$ cat src/rtl/arb_req_pkg.sv
// -----------------------------------------------------------------------------
// arb_req_pkg
// Shared constants for the two-client arbiter request front-end.
//   DEF_DATA_W / DEF_DEPTH : default payload width and per-client FIFO depth
//   SRC_C0 / SRC_C1        : encoding of out_src
//   cnt_t                  : count type for the default depth
//   cnt_width()            : count width for an arbitrary depth
// -----------------------------------------------------------------------------
package arb_req_pkg;

   localparam int DEF_DATA_W = 8;
   localparam int DEF_DEPTH  = 4;

   localparam logic SRC_C0 = 1'b0;
   localparam logic SRC_C1 = 1'b1;

   // One extra bit so a full FIFO (count == DEPTH) is representable.
   localparam int DEF_CNT_W = $clog2(DEF_DEPTH) + 1;
   typedef logic [DEF_CNT_W-1:0] cnt_t;

   function automatic int cnt_width(input int depth);
      return $clog2(depth) + 1;
   endfunction

endpackage

$ cat src/rtl/arb_req_buffer_if.sv
// -----------------------------------------------------------------------------
// arb_req_buffer_if
// Bundles the client push handshakes, the arbiter request/grant pair and the
// shared output port of arb_req_buffer.
//   in0_*/in1_*   : client push handshakes (valid, data, ready)
//   R0/R1, G0/G1  : request to / grant from the two-way arbiter
//   out_*         : popped word, source tag and single-cycle valid
//   ovf0/ovf1     : sticky drop flags, only with ARB_REQ_BUF_OVF_EN
// Modports: slave = the buffer, master = clients plus arbiter side.
// -----------------------------------------------------------------------------
interface arb_req_buffer_if #(
   parameter int DATA_W = 8
);
   logic              in0_valid;
   logic [DATA_W-1:0] in0_data;
   logic              in0_ready;
   logic              in1_valid;
   logic [DATA_W-1:0] in1_data;
   logic              in1_ready;
   logic              R0;
   logic              R1;
   logic              G0;
   logic              G1;
   logic              out_valid;
   logic [DATA_W-1:0] out_data;
   logic              out_src;
`ifdef ARB_REQ_BUF_OVF_EN
   logic              ovf0;
   logic              ovf1;

   modport slave (
      input  in0_valid, in0_data, in1_valid, in1_data, G0, G1,
      output in0_ready, in1_ready, R0, R1, out_valid, out_data, out_src,
             ovf0, ovf1
   );

   modport master (
      output in0_valid, in0_data, in1_valid, in1_data, G0, G1,
      input  in0_ready, in1_ready, R0, R1, out_valid, out_data, out_src,
             ovf0, ovf1
   );
`else
   modport slave (
      input  in0_valid, in0_data, in1_valid, in1_data, G0, G1,
      output in0_ready, in1_ready, R0, R1, out_valid, out_data, out_src
   );

   modport master (
      output in0_valid, in0_data, in1_valid, in1_data, G0, G1,
      input  in0_ready, in1_ready, R0, R1, out_valid, out_data, out_src
   );
`endif
endinterface

$ cat src/rtl/req_fifo.sv
// -----------------------------------------------------------------------------
// req_fifo
// Synchronous FIFO for one arbiter client.
//   clock, reset       : rising-edge clock, async active-low reset
//   push, push_data    : write request; ignored while full
//   pop                : remove head; ignored while empty
//   head_data          : current head word (valid while !empty)
//   full, empty, count : occupancy status, all from registered count
// Push and pop in one cycle are both performed; full is evaluated on the
// pre-pop count, so a popped slot is reusable only from the next cycle.
// -----------------------------------------------------------------------------
module req_fifo
   import arb_req_pkg::*;
#(
   parameter  int DATA_W = DEF_DATA_W,
   parameter  int DEPTH  = DEF_DEPTH,
   localparam int PTR_W  = $clog2(DEPTH),
   localparam int CNT_W  = cnt_width(DEPTH)
) (
   input  logic              clock,
   input  logic              reset,
   input  logic              push,
   input  logic [DATA_W-1:0] push_data,
   input  logic              pop,
   output logic [DATA_W-1:0] head_data,
   output logic              full,
   output logic              empty,
   output logic [CNT_W-1:0]  count
);

   logic [DATA_W-1:0] mem [DEPTH];
   logic [PTR_W-1:0]  wr_ptr;
   logic [PTR_W-1:0]  rd_ptr;
   logic              do_push;
   logic              do_pop;

   assign full    = (count == CNT_W'(DEPTH));
   assign empty   = (count == '0);
   assign do_push = push && !full;
   assign do_pop  = pop && !empty;

   assign head_data = mem[rd_ptr];

   // Storage needs no reset: contents are only observed behind count.
   always_ff @(posedge clock) begin
      if (do_push) begin
         mem[wr_ptr] <= push_data;
      end
   end

   // Pointers are PTR_W bits wide and wrap DEPTH-1 -> 0 on their own.
   always_ff @(posedge clock or negedge reset) begin
      if (!reset) begin
         wr_ptr <= '0;
         rd_ptr <= '0;
         count  <= '0;
      end else begin
         if (do_push) begin
            wr_ptr <= wr_ptr + PTR_W'(1);
         end
         if (do_pop) begin
            rd_ptr <= rd_ptr + PTR_W'(1);
         end
         case ({do_push, do_pop})
            2'b10:   count <= count + CNT_W'(1);
            2'b01:   count <= count - CNT_W'(1);
            default: count <= count;
         endcase
      end
   end

endmodule

$ cat src/rtl/arb_req_buffer.sv
// -----------------------------------------------------------------------------
// arb_req_buffer
// Two-client request front-end for the two-way grant arbiter. Each client
// fills its own req_fifo; a non-empty FIFO raises its request, and each grant
// pops one word onto the shared registered output, tagged with its source.
//   clock : rising-edge clock
//   reset : asynchronous, active-low
//   bus   : arb_req_buffer_if.slave (client handshakes, R0/R1, G0/G1,
//           out_valid/out_data/out_src, and ovf0/ovf1 when enabled)
// Optional feature: define ARB_REQ_BUF_OVF_EN to add the sticky ovf0/ovf1
// drop flags, set whenever a client offers a word to its full FIFO.
// -----------------------------------------------------------------------------
module arb_req_buffer
   import arb_req_pkg::*;
#(
   parameter  int DATA_W = DEF_DATA_W,
   parameter  int DEPTH  = DEF_DEPTH,
   localparam int CNT_W  = cnt_width(DEPTH)
) (
   input  logic               clock,
   input  logic               reset,
   arb_req_buffer_if.slave    bus
);

   logic [DATA_W-1:0] head0;
   logic [DATA_W-1:0] head1;
   logic              full0;
   logic              full1;
   logic              empty0;
   logic              empty1;
   logic [CNT_W-1:0]  count0;
   logic [CNT_W-1:0]  count1;
   logic              pop0;
   logic              pop1;

   // G0 has priority; with both grants high FIFO 1 is left alone even if
   // FIFO 0 happens to be empty.
   assign pop0 = bus.G0 && !empty0;
   assign pop1 = bus.G1 && !bus.G0 && !empty1;

   req_fifo #(
      .DATA_W (DATA_W),
      .DEPTH  (DEPTH)
   ) u_fifo0 (
      .clock     (clock),
      .reset     (reset),
      .push      (bus.in0_valid),
      .push_data (bus.in0_data),
      .pop       (pop0),
      .head_data (head0),
      .full      (full0),
      .empty     (empty0),
      .count     (count0)
   );

   req_fifo #(
      .DATA_W (DATA_W),
      .DEPTH  (DEPTH)
   ) u_fifo1 (
      .clock     (clock),
      .reset     (reset),
      .push      (bus.in1_valid),
      .push_data (bus.in1_data),
      .pop       (pop1),
      .head_data (head1),
      .full      (full1),
      .empty     (empty1),
      .count     (count1)
   );

   assign bus.in0_ready = !full0;
   assign bus.in1_ready = !full1;

   // Requests come straight from registered counts, so they cannot glitch.
   assign bus.R0 = (count0 != '0);
   assign bus.R1 = (count1 != '0);

   always_ff @(posedge clock or negedge reset) begin
      if (!reset) begin
         bus.out_valid <= 1'b0;
         bus.out_data  <= '0;
         bus.out_src   <= SRC_C0;
      end else if (pop0) begin
         bus.out_valid <= 1'b1;
         bus.out_data  <= head0;
         bus.out_src   <= SRC_C0;
      end else if (pop1) begin
         bus.out_valid <= 1'b1;
         bus.out_data  <= head1;
         bus.out_src   <= SRC_C1;
      end else begin
         bus.out_valid <= 1'b0;
      end
   end

`ifdef ARB_REQ_BUF_OVF_EN
   always_ff @(posedge clock or negedge reset) begin
      if (!reset) begin
         bus.ovf0 <= 1'b0;
         bus.ovf1 <= 1'b0;
      end else begin
         if (bus.in0_valid && full0) begin
            bus.ovf0 <= 1'b1;
         end
         if (bus.in1_valid && full1) begin
            bus.ovf1 <= 1'b1;
         end
      end
   end
`endif

endmodule

$ cat src/flat_wrapper.sv
// flat-port wrapper written by rule: the top's interface ports become plain ports
module arb_req_buffer_flat import arb_req_pkg::*;
#(
   parameter  int DATA_W = DEF_DATA_W,
   parameter  int DEPTH  = DEF_DEPTH,
   localparam int CNT_W  = cnt_width(DEPTH)
)
  (clock, reset, bus_in0_valid, bus_in0_data, bus_in1_valid, bus_in1_data, bus_G0, bus_G1, bus_in0_ready, bus_in1_ready, bus_R0, bus_R1, bus_out_valid, bus_out_data, bus_out_src);
  arb_req_buffer_if #(.DATA_W(DATA_W)) bus_i ();
  input  logic clock;
  input  logic reset;
  input wire logic [$bits(bus_i.in0_valid)-1:0] bus_in0_valid;
  input wire logic [$bits(bus_i.in0_data)-1:0] bus_in0_data;
  input wire logic [$bits(bus_i.in1_valid)-1:0] bus_in1_valid;
  input wire logic [$bits(bus_i.in1_data)-1:0] bus_in1_data;
  input wire logic [$bits(bus_i.G0)-1:0] bus_G0;
  input wire logic [$bits(bus_i.G1)-1:0] bus_G1;
  output wire logic [$bits(bus_i.in0_ready)-1:0] bus_in0_ready;
  output wire logic [$bits(bus_i.in1_ready)-1:0] bus_in1_ready;
  output wire logic [$bits(bus_i.R0)-1:0] bus_R0;
  output wire logic [$bits(bus_i.R1)-1:0] bus_R1;
  output wire logic [$bits(bus_i.out_valid)-1:0] bus_out_valid;
  output wire logic [$bits(bus_i.out_data)-1:0] bus_out_data;
  output wire logic [$bits(bus_i.out_src)-1:0] bus_out_src;
  assign bus_i.in0_valid = bus_in0_valid;
  assign bus_i.in0_data = bus_in0_data;
  assign bus_i.in1_valid = bus_in1_valid;
  assign bus_i.in1_data = bus_in1_data;
  assign bus_i.G0 = bus_G0;
  assign bus_i.G1 = bus_G1;
  assign bus_in0_ready = bus_i.in0_ready;
  assign bus_in1_ready = bus_i.in1_ready;
  assign bus_R0 = bus_i.R0;
  assign bus_R1 = bus_i.R1;
  assign bus_out_valid = bus_i.out_valid;
  assign bus_out_data = bus_i.out_data;
  assign bus_out_src = bus_i.out_src;
  arb_req_buffer #(.DATA_W(DATA_W), .DEPTH(DEPTH)) u_core (.clock(clock), .reset(reset), .bus(bus_i));
endmodule
$ cat config.mk
export PLATFORM = sky130hd
export DESIGN_NAME = arb_req_buffer_flat
export DESIGN_NICKNAME = d
export VERILOG_FILES = /design/src/rtl/arb_req_pkg.sv /design/src/rtl/arb_req_buffer_if.sv /design/src/rtl/req_fifo.sv /design/src/rtl/arb_req_buffer.sv /design/src/flat_wrapper.sv
export SDC_FILE = /design/constraint.sdc
export NUM_CORES = 1
export LEC_CHECK = 0
export CORE_UTILIZATION = 40
export DETAILED_ROUTE_END_ITERATION = 10
export HOLD_SLACK_MARGIN = 0.15
export PLACE_DENSITY = 0.67
export RECOVER_POWER = 100
export SYNTH_ARGS = -nofsm -noshare
export SYNTH_HDL_FRONTEND = slang
export SYNTH_SLANG_ARGS = --single-unit
$ cat constraint.sdc
create_clock -name clock -period 3 [get_ports clock]
set_input_delay 0.75 -clock clock [delete_from_list [all_inputs] [get_ports clock]]
set_output_delay 0.75 -clock clock [all_outputs]
set_load 0.01 [all_outputs]
Word-level counts from Yosys, hierarchy flattened
Memory sizes are Yosys's and may differ from the RTL's.
Index checks and enable logic that the tools add are counted.
W data, S select, Z words.

word-level totals
  memory bits (writable) = 64
  input bits = 22
  memories kept = 2
  word-level logic and storage cells = 56
  flip-flop bits (word level) = 24
  bits in latches = 0
  memory bits (read-only) = 0

operators by class
  add/subtract/negate cells = 8
  multiply operators = 0
  order comparisons = 0
  bitwise logic cells = 0
  mux-type cells = 12
  div/mod/pow operators = 0
  eq/ne operators = 6
  shifts and indexed selects = 0
  reduce and logical (&&, ||, !) cells = 19

memories
  memory              words  width  read ports  clocked after memory_dff  write ports  RTL line        source
  u_core.u_fifo0.mem  4      8      1           0                         1            req_fifo.sv:31  logic [DATA_W-1:0] mem [DEPTH];
  u_core.u_fifo1.mem  4      8      1           0                         1            req_fifo.sv:31

operators with widths
  cell                   count
  $mux W8                2
  $pmux W3 S2            2
  $add A2 B1 Y2 const B  4
  $mux W1                8
  $logic_and A1 B1 Y1    7
  $add A3 B1 Y3 const B  2
  $eq A3 B3 Y1 const B   2
  $logic_not A3 Y1       2
  $reduce_bool A2 Y1     3
  $reduce_bool A3 Y1     2
  $sub A3 B1 Y3 const B  2
  $logic_not A1 Y1       5
  $eq A2 B1 Y1 const B   2
  $eq A2 B2 Y1 const B   2

Longest topological paths before layout
Gate-level depths: netlist (run 1).

  word-level depth = 6
  mapped depth = 10
  gate-level depth less buffers = 9

By module
A second synthesis (run 1) with hierarchy kept.

second synthesis, totals
  cells, all modules = 216
  area total of the unflattened synthesis = 3801.1 µm²

modules (own cells, without submodules)
  module          area an instance (µm²)  cells an instance  times used
  req_fifo        1592.8                  79                 2
  arb_req_buffer  615.6                   58                 1

Least setup slack after synthesis (run 1)
No wires, ideal clock.

  path type = in2reg
  start point = input bus_G1
  end point = register u_core.u_fifo1.count[2]
  stages on the path = 10
  required time = 2.921 ns
  arrival time = 2.310 ns
  path slack = 0.611 ns
  path through = nor2b_1 > clkbuf_1 > nand2_1 > inv_1 > ha_1 > inv_1 > fa_1 > xor2_1 > nor2_1 > xor2_1

between the ends
  word-level cells in the longest chain between the ends = 5

RTL lines
  item                                               RTL line              source
  start, declared                                    flat_wrapper.sv:17    input wire logic [$bits(bus_i.G1)-1:0] bus_G1;
  $logic_and A1 B1 Y1 (*) (2 in a row)               arb_req_buffer.sv:39  assign pop1 = bus.G1 && !bus.G0 && !empty1;
  $logic_and A1 B1 Y1 (*)                            req_fifo.sv:40        assign do_pop = pop && !empty;
  named net u_core.u_fifo1.do_pop                    req_fifo.sv:35        logic do_pop;
  $eq A2 B1 Y1 or $eq A2 B2 Y1 (tied branches)       req_fifo.sv:64        case ({do_push, do_pop})
  $pmux W3 S2 or $reduce_bool A2 Y1 (tied branches)  n/a
  end signal, assigned                               req_fifo.sv:65        2'b10: count <= count + CNT_W'(1);
  end signal, assigned                               req_fifo.sv:66        2'b01: count <= count - CNT_W'(1);
  end signal, assigned                               req_fifo.sv:67        default: count <= count;
  end, declared                                      req_fifo.sv:28        output logic [CNT_W-1:0] count

The timed path passes the listed nets; every way through them passes the cells marked *.
A chain may end at the register's enable or synchronous reset.

Final worst setup path (run 1)
  start point = register u_core.u_fifo1.count[0]
  end point = output bus_R1

between the ends
  word-level cells in the longest chain between the ends = 1

RTL lines
  item                RTL line              source
  $reduce_bool A3 Y1  arb_req_buffer.sv:76  assign bus.R1 = (count1 != '0);
  end, declared       flat_wrapper.sv:21    output wire logic [$bits(bus_i.R1)-1:0] bus_R1;

No other way between the ends.

==> summary.md, run 1 <==
| Metric | Value |
|---|---|
| Status | finished, final reports clean |
| Slew headroom | 0.1494 |
| Starting utilization of the core area | 0.4099 |
| Final Routed Wirelength | 6041 microns |
| Remaining design rule violation count | 0 |
| #FFs+latches synth | 88 |
| Top FF cell, synth | edfxtp_1 |
| Weighted congestion at the end of routability-driven global placement | 0.7689 |
| Diode count | 0 |
| Number of enable-type register cells in the synthesized netlist | 64 |
| Type of the worst min-delay path | reg2reg |
| Number of distinct library cells after synthesis | 25 |
| Met3 wire length | 275 microns |
| Layout area overhead | 18.33% |
| Max-capacitance violation count | 0 |
| Transition time of the tightest slew-check pin | 1.276 ns |
| Critical path class | reg2out |
| Clock latency of the later-clocked register in the worst-skew pair | 0.35 ns |
| Met1 wire length | 2674 microns |
| Library cell used as clock root buffer | clkbuf_8 |
| CP max stage delay | 0.68 ns |
| CP endpoint kind | output pin |
| Post-CTS setup-driven buffer insertion count | 0 |
| Via count of the routed design | 1794 |
| Data arrival time of the worst path | 1.95 ns |
| Die Span X | 96.30 microns |
| Ordered list of cells on the worst path | or3_1 -> dlygate4sd3_1 |
| Cell area after placement | 4029 sq um |
| Number of buffers added to fix hold violations after cts | 0 |
| Final non-filler cell area | 4209 sq um |
| Sum of negative setup slack | 0 ns |
| Count of pins over their slew limit | 0 |
| Setup clock skew after layout | 0.009296 ns |
| Share of layout cells above drive strength 1 | 0.1364 |
| Mean cell area of the mapped netlist | 18.24 sq um |
| Max Fclk | 0.3705 GHz |
| PwrDens | 920.6 nW/um^2 |
| TritonCTS Buffers | 9 |
| Count of yosys warnings during synthesis | 0 |
| Leakage power total | 0.001570 uW |
| Final standard cell count with taps included and fillers excluded | 350 |
| Die Area | 9274 sq um |
| Crit share post-route | 0.8997 |
| Highest-count cells in the layout ignoring fill and taps | edfxtp_1, dlygate4sd3_1, dfrtp_1 |
| Share of the synthesized area in the top cell type | 0.5403 |
| Met2 wire length | 2956 microns |
| Number of gates resized after CTS | 0 |
| CTS tree | yes |
| Critical Path Start Type | flop |
| Antenna violations before repair | 0 |
| Number of placed cells counting well taps | 334 |
| Highest signal layer in the routed design | met4 |
| Area of the core | 8678 sq um |
| Maximum number of pins on one net before global-route repair | 25 |
| Crit path max fanout | 12 |
| Critical path's slowest cell | dlygate4sd3_1 |
| Die span in y | 96.30 microns |
| Design Power | 3875 uW |
| Setup repair after global routing missed its margin | no |
| Final hold slack | 0.4862 ns |
| Via count of the first global-routing pass | 1839 |
| Final hold violation count | 0 |
| Port bufs | 35 |
| Number of top-level design ports | 36 |
| CTS H-tree depth | 3 |
| Vias per cell | 5.126 |
| Per-cell routed wire length | 17.26 microns |
| Fin crit period | 2.699 ns |
| Buffer levels on the longest clock path | 2 |
| Most frequent standard cell in the layout excluding fill and tap cells | edfxtp_1 |
| Net count of the mapped netlist | 229 |
| Remaining global-route overflow | 0 |
| Number of DRC markers after the initial detailed-route iteration | 65 |
| Required time worst endpoint | 2.25 ns |
| Post-route antenna net violation count | 0 |
| Leading area contributor after synthesis | edfxtp_1 |
| Share of the yosys chip area belonging to registers | 0.7091 |
| Worst supply voltage drop on vdd | 0.3221 mV |
| Clock transition time at the flip-flop clock pins of the worst setup and hold paths | 0.08 ns |
| Largest cells by area after synthesis | edfxtp_1, dfrtp_1, mux4_2 |
| Gate count after technology mapping | 195 |
| Number of clock sinks seen by CTS | 88 |
| DPL Wire Length | 4230 microns |
| Async S/R FF share, synth | 0.2727 |
| Total of endpoints with negative setup slack in the final report | 0 |
| Synthesized cell area | 3557 sq um |
| DRT Pass-1 Iters | 4 |
| Post-layout nets | 271 |
| Std cell rows | 34 |
| Global-route usage over all layers | 0.1484 |
| First-pass GRT wire length | 9577 microns |
-- flip-flops by register name, indices dropped and copies added, names as in the netlist, 2 cells and up --
name,cells
u_core.bus.out_data,8
u_core.u_fifo0.count,3
u_core.u_fifo0.mem,32
u_core.u_fifo0.rd_ptr,2
u_core.u_fifo0.wr_ptr,2
u_core.u_fifo1.count,3
u_core.u_fifo1.mem,32
u_core.u_fifo1.rd_ptr,2
u_core.u_fifo1.wr_ptr,2
-- metrics by stage --
stage          utilization  setup WS, ns
4_1_cts             0.4867        0.3899
6_report            0.4850        0.3009
3_5_place_dp        0.4642        0.2422
2_1_floorplan            -        0.6108
3_3_place_gp        0.4642        0.3050
5_1_grt             0.4850        0.2094
-- where the power goes --
group	internal, uW	switching, uW
clock network	390	412
logic	614	516
registers	1670	278
total	2670	1210
-- path summary, 6_finish.rpt --
check	from	to	slack, ns	cells after the start
worst max-delay path	u_core.u_fifo1.count[0]	bus_R1	0.30	2
worst min-delay path	u_core.u_fifo1.count[2]	u_core.u_fifo1.count[2]	0.49	1
worst max register to register	u_core.u_fifo1.count[0]	u_core.u_fifo1.count[2]	0.61	9
worst min register to register	u_core.u_fifo1.count[2]	u_core.u_fifo1.count[2]	0.49	1
max in group asynchronous	reset	u_core.bus.out_data[7]	1.05	2
min in group asynchronous	reset	u_core.u_fifo0.rd_ptr[0]	1.20	2
-- cells by family after synthesis --
kind of cell,after synthesis,synth area share
AND/OR/NAND/NOR,30,0.04960
XOR/XNOR,12,0.02955
flip-flops,88,0.7091
adder cells (fa/ha/maj),12,0.04643
AO/OA/AOI/OAI,13,0.03166
buffers and inverters,22,0.02603
multiplexers,18,0.1076
-- metal layers --
metal	global-route usage	vias to the layer above
li1	-	826
met1	0.1939	909
met2	0.2417	48
met3	0.02607	11
met4	0.06985	0
met5	0	-
-- cell type report --
| type | count | area [sq um] |
|---|---|---|
| timing repair buffer | 38 | 361.6 |
| fill | 730 | 4469 |
| clock buffer | 10 | 127.6 |
| inverter | 15 | 56.30 |
| clock inverter | 6 | 67.56 |
| multi-input combinational | 85 | 938.4 |
| tap | 108 | 135.1 |
| sequential | 88 | 2522 |
-- synth_stat cells, types with 2 or more instances --
| master | count |
|---|---|
| a221o_1 | 8 |
| and2_1 | 2 |
| and3_1 | 16 |
| buf_2 | 2 |
| clkbuf_1 | 3 |
| dfrtp_1 | 24 |
| edfxtp_1 | 64 |
| fa_1 | 2 |
| ha_1 | 10 |
| inv_1 | 15 |
| mux2_2 | 2 |
| mux4_2 | 16 |
| nand2_1 | 4 |
| nor2_1 | 2 |
| o21ai_0 | 3 |
| or3_1 | 2 |
| or3b_1 | 2 |
| xnor2_1 | 7 |
| xor2_1 | 5 |
-- worst max-delay path: cells and delay by family (launching register included) --
kind	cells	cell delay (ns)
buf+inv	1	0.68
flops	1	0.42
simple gates	1	0.51
Note: power is estimated with default switching activity, not from simulation.
==> run 2, diff against run 1 <==
Settings changed: REMOVE_ABC_BUFFERS from default to 1.
==> summary.md, run 2 (synthesis results as in run 1) <==
| Metric | Value |
|---|---|
| Via count of the routed design | 1758 (-2.0%) |
| Port bufs | 35 (unchanged) |
| Setup repair after global routing missed its margin | no |
| Ordered list of cells on the worst path | or3b_1 -> dlygate4sd3_1 |
| Data arrival time of the worst path | 1.88 ns (-0.07 ns) |
| Remaining global-route overflow | 0 (unchanged) |
| Max-capacitance violation count | 0 (unchanged) |
| Die Area | 9274 sq um (unchanged) |
| Bufs and invs on worst path | 1 (unchanged) |
| FF+latch area | 2522 sq um (unchanged) |
| CTS H-tree depth | 3 (unchanged) |
| Count of pins over their slew limit | 0 (unchanged) |
| Reg-to-Reg End | u_core.u_fifo0.count[2] |
| Met1 wire length | 2503 microns (-6.4%) |
| Post-route antenna net violation count | 0 (unchanged) |
| WHS Path Cells | 1 (unchanged) |
| Number of buffers added to fix hold violations after cts | 0 (unchanged) |
| Final hold violation count | 0 (unchanged) |
| Required time worst endpoint | 2.25 ns (about the same) |
| Per-cell routed wire length | 16.52 microns (-4.3%) |
| Remaining design rule violation count | 0 (unchanged) |
| Final Routed Wirelength | 5800 microns (-4.0%) |
| Antenna violations before repair | 0 (unchanged) |
| Final hold slack | 0.4833 ns (-0.002866 ns) |
| CP endpoint kind | output pin |
| Starting utilization of the core area | 0.4099 (unchanged) |
| TritonCTS Buffers | 9 (unchanged) |
| Clock latency of the later-clocked register in the worst-skew pair | 0.35 ns (about the same) |
| Number of clock sinks seen by CTS | 88 (unchanged) |
| Library cell used as clock root buffer | clkbuf_8 |
| Beginning of the worst hold path | u_core.u_fifo1.count[2] |
| Share of layout cells above drive strength 1 | 0.1317 (-0.004676) |
| Met3 wire length | 256 microns (-6.9%) |
| Number of gates resized after CTS | 0 (unchanged) |
| Buffer levels on the longest clock path | 2 (unchanged) |
| Post-CTS setup-driven buffer insertion count | 0 (unchanged) |
| Family of cells with the greatest summed delay on the critical path | buffers and inverters |
| Clock transition time at the flip-flop clock pins of the worst setup and hold paths | 0.08 ns (about the same) |
| Layout area overhead | 19.03% |
| Crit share post-route | 0.8776 (-0.02215) |
| Number of DRC markers after the initial detailed-route iteration | 58 (-11%) |
| Diode count | 0 (unchanged) |
| Via count of the first global-routing pass | 1852 (+0.71%) |
| Setup clock skew after layout | 0.008258 ns (-0.001038 ns) |
| Leakage power total | 0.001587 uW (+1.1%) |
| First-pass GRT wire length | 9425 microns (-1.6%) |
| Worst supply voltage drop on vdd | 0.3721 mV (+16%) |
| Launch point of the worst reg-to-reg path | u_core.u_fifo0.count[1] |
| Max Fclk | 0.3798 GHz (+2.5%) |
| Critical path class | reg2out |
| Largest regs | u_core.u_fifo0.mem x32, u_core.u_fifo1.mem x32, u_core.bus.out_data x8 |
| Critical path's slowest cell | dlygate4sd3_1 |
| Depth of the worst register-to-register path | 9 (unchanged) |
| Total of endpoints with negative setup slack in the final report | 0 (unchanged) |
| Area of the core | 8678 sq um (unchanged) |
| Transition time of the tightest slew-check pin | 1.327 ns (+0.05114 ns) |
| DRT Pass-1 Iters | 4 (unchanged) |
| CP max stage delay | 0.64 ns (-0.04 ns) |
| Die Span X | 96.30 microns (unchanged) |
| Post-layout nets | 272 (+0.37%) |
| Global-route usage over all layers | 0.1491 (+0.0007111) |
| DPL Wire Length | 4068 microns (-3.8%) |
| Slew headroom | 0.1153 (-0.03410) |
| Crit path max fanout | 6 (-6) |
| Maximum number of pins on one net before global-route repair | 25 (unchanged) |
| Status | finished, final reports clean |
| Critical Path Start Type | flop |
| Hold path endpoint | u_core.u_fifo1.count[2] |
| Fin crit period | 2.633 ns (-0.06644 ns) |
| Highest-count cells in the layout ignoring fill and taps | edfxtp_1, dlygate4sd3_1, dfrtp_1 |
| Most frequent standard cell in the layout excluding fill and tap cells | edfxtp_1 |
| PwrDens | 925.2 nW/um^2 (+0.50%) |
| Highest signal layer in the routed design | met4 |
| Weighted congestion at the end of routability-driven global placement | 0.7311 (-4.9%) |
| CTS tree | yes |
| Sum of negative setup slack | 0 ns (unchanged) |
| Met2 wire length | 2901 microns (-1.9%) |
| Fill cell count | 764 (+4.7%) |
| Std cell rows | 34 (unchanged) |
| Number of placed cells counting well taps | 335 (+0.30%) |
| R2r setup slk | 0.67 ns (+0.06 ns) |
| Final standard cell count with taps included and fillers excluded | 351 (+0.29%) |
| Area of the multi-input gates | 938.4 sq um (unchanged) |
| Die span in y | 96.30 microns (unchanged) |
| Type of the worst min-delay path | reg2reg |
| Vias per cell | 5.009 (-2.3%) |
| Number of top-level design ports | 36 (unchanged) |
[run 2: cell types whose count changed in the layout (fill, tap and decap cells not counted)]
cell / before / now
buf_4: 0 / 1
bufinv_16: 1 / 2
clkinv_1: 0 / 2
clkinv_2: 1 / 0
clkinv_4: 0 / 2
clkinvlp_4: 2 / 0
inv_6: 2 / 0
[run 2: layout make-up]
cell class	count	area share
timing repair buffer	39	0.08717
clock buffer	10	0.03014
multi-input combinational	85	0.2216
clock inverter	6	0.02009
sequential	88	0.5957
inverter	15	0.01330
tap	108	0.03191
[run 2: metal layers]
layer / vias up / global-route usage
met1: 888 / 0.1908
met3: 8 / 0.02607
met4: 0 / 0.09191
met5: - / 0
met2: 40 / 0.2370
li1: 822 / -
[run 2: where the power goes]
group	switching, uW	internal, uW
sequential	264	1670
clock	401	467
combinational	502	618
total	1170	2750
[run 2: worst max path at each step]
stage / cells after the start / start / endpoint / slack [ns]
after floorplan: 9 / bus_G1 / u_core.u_fifo1.count[2] / 0.60
after global placement: 10 / bus_G1 / u_core.u_fifo1.count[2] / 0.40
after detailed placement: 10 / bus_G1 / u_core.u_fifo1.count[2] / 0.34
after CTS: 2 / u_core.u_fifo0.count[1] / bus_in0_ready / 0.47
after global routing: 2 / u_core.u_fifo0.count[1] / bus_in0_ready / 0.28
final: 2 / u_core.u_fifo0.count[1] / bus_in0_ready / 0.37
[run 2: through the flow]
step / total power, uW / worst slack, ns / instance area (sq um) / util
after floorplan: 2664 / 0.6005 / 3521 / -
after global placement: 3123 / 0.4009 / 4036 / 0.4651
after detailed placement: 3169 / 0.3362 / 4036 / 0.4651
after CTS: 4033 / 0.4728 / 4249 / 0.4896
after global routing: 4194 / 0.2772 / 4234 / 0.4879
final: 3918 / 0.3673 / 4234 / 0.4879
==> run 3, diff against run 2 <==
Settings changed: ABC_AREA from default to 1.
==> summary.md, run 3 <==
| Metric | Value |
|---|---|
| Status | finished, final reports clean |
| Layout area overhead | 15.98% |
| Top FF cell, synth | edfxtp_1 |
| PwrDens | 878.6 nW/um^2 (-5.0%) |
| Number of gates resized after CTS | 0 (unchanged) |
| Async S/R FF share, synth | 0.2727 (unchanged) |
| Number of clock sinks seen by CTS | 88 (unchanged) |
| Antenna violations before repair | 0 (unchanged) |
| Most common cell in the synthesized netlist | nand2_1 |
| Data arrival time of the worst path | 1.81 ns (-0.07 ns) |
| Launch point of the worst reg-to-reg path | u_core.u_fifo0.count[1] |
| Sum of negative setup slack | 0 ns (unchanged) |
| WHS Path Cells | 1 (unchanged) |
| Number of DRC markers after the initial detailed-route iteration | 110 (+90%) |
| DPL Wire Length | 4807 microns (+18%) |
| Critical Path Start Type | flop |
| Clock transition time at the flip-flop clock pins of the worst setup and hold paths | 0.08 ns (about the same) |
| Count of pins over their slew limit | 0 (unchanged) |
| First-pass GRT wire length | 11870 microns (+26%) |
| Number of distinct library cells after synthesis | 23 (-8.0%) |
| FF+latch area | 2522 sq um (unchanged) |
| Share of layout cells above drive strength 1 | 0.05204 (-0.07965) |
| Gate count after technology mapping | 390 (+100%) |
| Post-route antenna net violation count | 0 (unchanged) |
| Via count of the routed design | 2525 (+44%) |
| Per-cell routed wire length | 11.98 microns (-28%) |
| Library cell used as clock root buffer | clkbuf_8 |
| Highest-count cells in the layout ignoring fill and taps | nand2_1, inv_1, edfxtp_1 |
| Final hold violation count | 0 (unchanged) |
| Design Power | 4070 uW (+3.9%) |
| Max-capacitance violation count | 0 (unchanged) |
| Total of endpoints with negative setup slack in the final report | 0 (unchanged) |
| Cell types with the highest counts after synthesis | nand2_1, inv_1, edfxtp_1, nand3_1, dfrtp_1 |
| Critical path class | reg2out |
| Slew headroom | 0.1170 (+0.001679) |
| Crit path max fanout | 3 (-3) |
| Beginning of the worst hold path | u_core.u_fifo0.count[0] |
| Post-CTS setup-driven buffer insertion count | 0 (unchanged) |
| Setup clock skew after layout | 0.006383 ns (-0.001875 ns) |
| Final Routed Wirelength | 6887 microns (+19%) |
| Port bufs | 35 (unchanged) |
| #FFs+latches synth | 88 (unchanged) |
| Die Span X | 101.9 microns (+5.8%) |
| Clock latency of the later-clocked register in the worst-skew pair | 0.36 ns (about the same) |
| Starting utilization of the core area | 0.4105 (+0.0006033) |
| Met3 Resource Use GR | 0.02120 (-0.004863) |
| Setup repair after global routing missed its margin | no |
| CTS tree | yes |
| Final Core Density | 0.4761 (-0.01181) |
| Weighted congestion at the end of routability-driven global placement | 0.7621 (+4.2%) |
| Die span in y | 101.9 microns (+5.8%) |
| R2r setup slk | 0.82 ns (+0.15 ns) |
| Share of the yosys chip area belonging to registers | 0.6316 (-0.07753) |
| Leading area contributor after synthesis | edfxtp_1 |
| Leakage power total | 0.002090 uW (+32%) |
| CP endpoint kind | output pin |
| Cell area after placement | 4496 sq um (+11%) |
| Met2 GRT Util | 0.2505 (+0.01352) |
| Depth of the worst register-to-register path | 10 (+1) |
| Reg-to-Reg End | u_core.u_fifo0.count[2] |
| TritonCTS Buffers | 9 (unchanged) |
| Synthesized cell area | 3994 sq um (+12%) |
| Share of the synthesized area in the top cell type | 0.4812 (-0.05907) |
| Std cell rows | 36 (+5.9%) |
| Count of yosys warnings during synthesis | 0 (unchanged) |
| Final hold slack | 0.4997 ns (+0.01639 ns) |
| Number of enable-type register cells in the synthesized netlist | 64 (unchanged) |
| GR met1 Demand/Resource | 0.1991 (+0.008298) |
| Post-layout nets | 471 (+73%) |
| CTS H-tree depth | 3 (unchanged) |
| Mean cell area of the mapped netlist | 10.24 sq um (-44%) |
| Number of top-level design ports | 36 (unchanged) |
| Transition time of the tightest slew-check pin | 1.324 ns (-0.002519 ns) |
| Type of the worst min-delay path | reg2reg |
| Number of buffers added to fix hold violations after cts | 0 (unchanged) |
| Hold path endpoint | u_core.u_fifo0.count[0] |
| Largest regs | u_core.u_fifo0.mem x32, u_core.u_fifo1.mem x32, u_core.bus.out_data x8 |
| Vias per cell | 4.391 (-12%) |
| Most heavily used metal layer in global routing | met2 |
| Fin crit period | 2.564 ns (-0.06911 ns) |
| Remaining global-route overflow | 0 (unchanged) |
| Global-route usage over all layers | 0.1541 (+0.004983) |
| DRT Pass-1 Iters | 4 (unchanged) |
| Largest cells by area after synthesis | edfxtp_1, dfrtp_1, nand2_1 |
| Final non-filler cell area | 4632 sq um (+9.4%) |
| Maximum number of pins on one net before global-route repair | 25 (unchanged) |
| Buffer levels on the longest clock path | 2 (unchanged) |
| Remaining design rule violation count | 0 (unchanged) |
| Diode count | 0 (unchanged) |
| Via count of the first global-routing pass | 2449 (+32%) |
| Die Area | 10390 sq um (+12%) |
| Crit share post-route | 0.8545 (-0.02304) |
| Max Fclk | 0.3901 GHz (+2.7%) |
| Required time worst endpoint | 2.25 ns (about the same) |
| Fill cell count | 916 (+20%) |
| Area of the multi-input gates | 1037 sq um (+11%) |
| Most frequent standard cell in the layout excluding fill and tap cells | nand2_1 |
| Area of the core | 9729 sq um (+12%) |
| Worst supply voltage drop on vdd | 0.3461 mV (-7.0%) |
-- run 3: cell type report --
class | instances | share of cell area
multi-input cells | 209 | 0.2239
flip-flops and latches | 88 | 0.5446
clock buffers | 13 | 0.03890
inverters | 83 | 0.06834
clock inverters | 3 | 0.002971
well taps | 133 | 0.03593
repair buffers | 46 | 0.08536
-- run 3: metal layers --
metal | wire (microns) | part of all wire | vias to the layer above
met2 | 3339 | 0.48 | 30
li1 | - | - | 1313
met1 | 3217 | 0.47 | 1170
met4 | 177 | 0.026 | 0
met5 | 0 | 0 | -
met3 | 153 | 0.022 | 12
-- run 3: cell families after synthesis --
family / Yosys count / synth area share
xor gates and xnor gates: 7 / 0.01535
DFF: 88 / 0.6316
adders and majority gates: 12 / 0.04135
and+or+nand+nor: 183 / 0.1955
AOI/OAI and AO/OA: 7 / 0.01253
buffers and inverters: 93 / 0.1037
-- run 3: power breakdown --
part	internal, uW	switching (uW)	leakage (uW)
Sequential	1660	253	0.000869
Combinational	539	841	0.00112
Clock	391	386	0.000102
Total	2590	1480	0.00209
-- run 3: critical path, stage by stage, from the launching register on --
cell and delay (ns):
dfrtp_1 0.40, nor2_1 0.32, nand2_1 0.12, dlygate4sd3_1 0.62
-- run 3: worst max-delay path by stage --
stage	slack, ns	start	end	cells after the start
floorplan	0.86	bus_G1	u_core.u_fifo1.count[2]	11
global placement	0.40	bus_G0	u_core.u_fifo1.count[2]	11
detailed placement	0.35	bus_G0	u_core.u_fifo1.count[2]	11
CTS	0.64	u_core.u_fifo0.count[1]	bus_in0_ready	3
global route	0.32	u_core.u_fifo0.count[1]	bus_in0_ready	3
finish	0.44	u_core.u_fifo0.count[1]	bus_in0_ready	3
-- run 3: metrics by stage --
stage / std cells / setup slack [ns]
6_report: 575 / 0.4365
5_1_grt: 575 / 0.3187
4_1_cts: 575 / 0.6415
3_5_place_dp: 559 / 0.3511
3_3_place_gp: 559 / 0.3997
2_1_floorplan: 380 / 0.8568
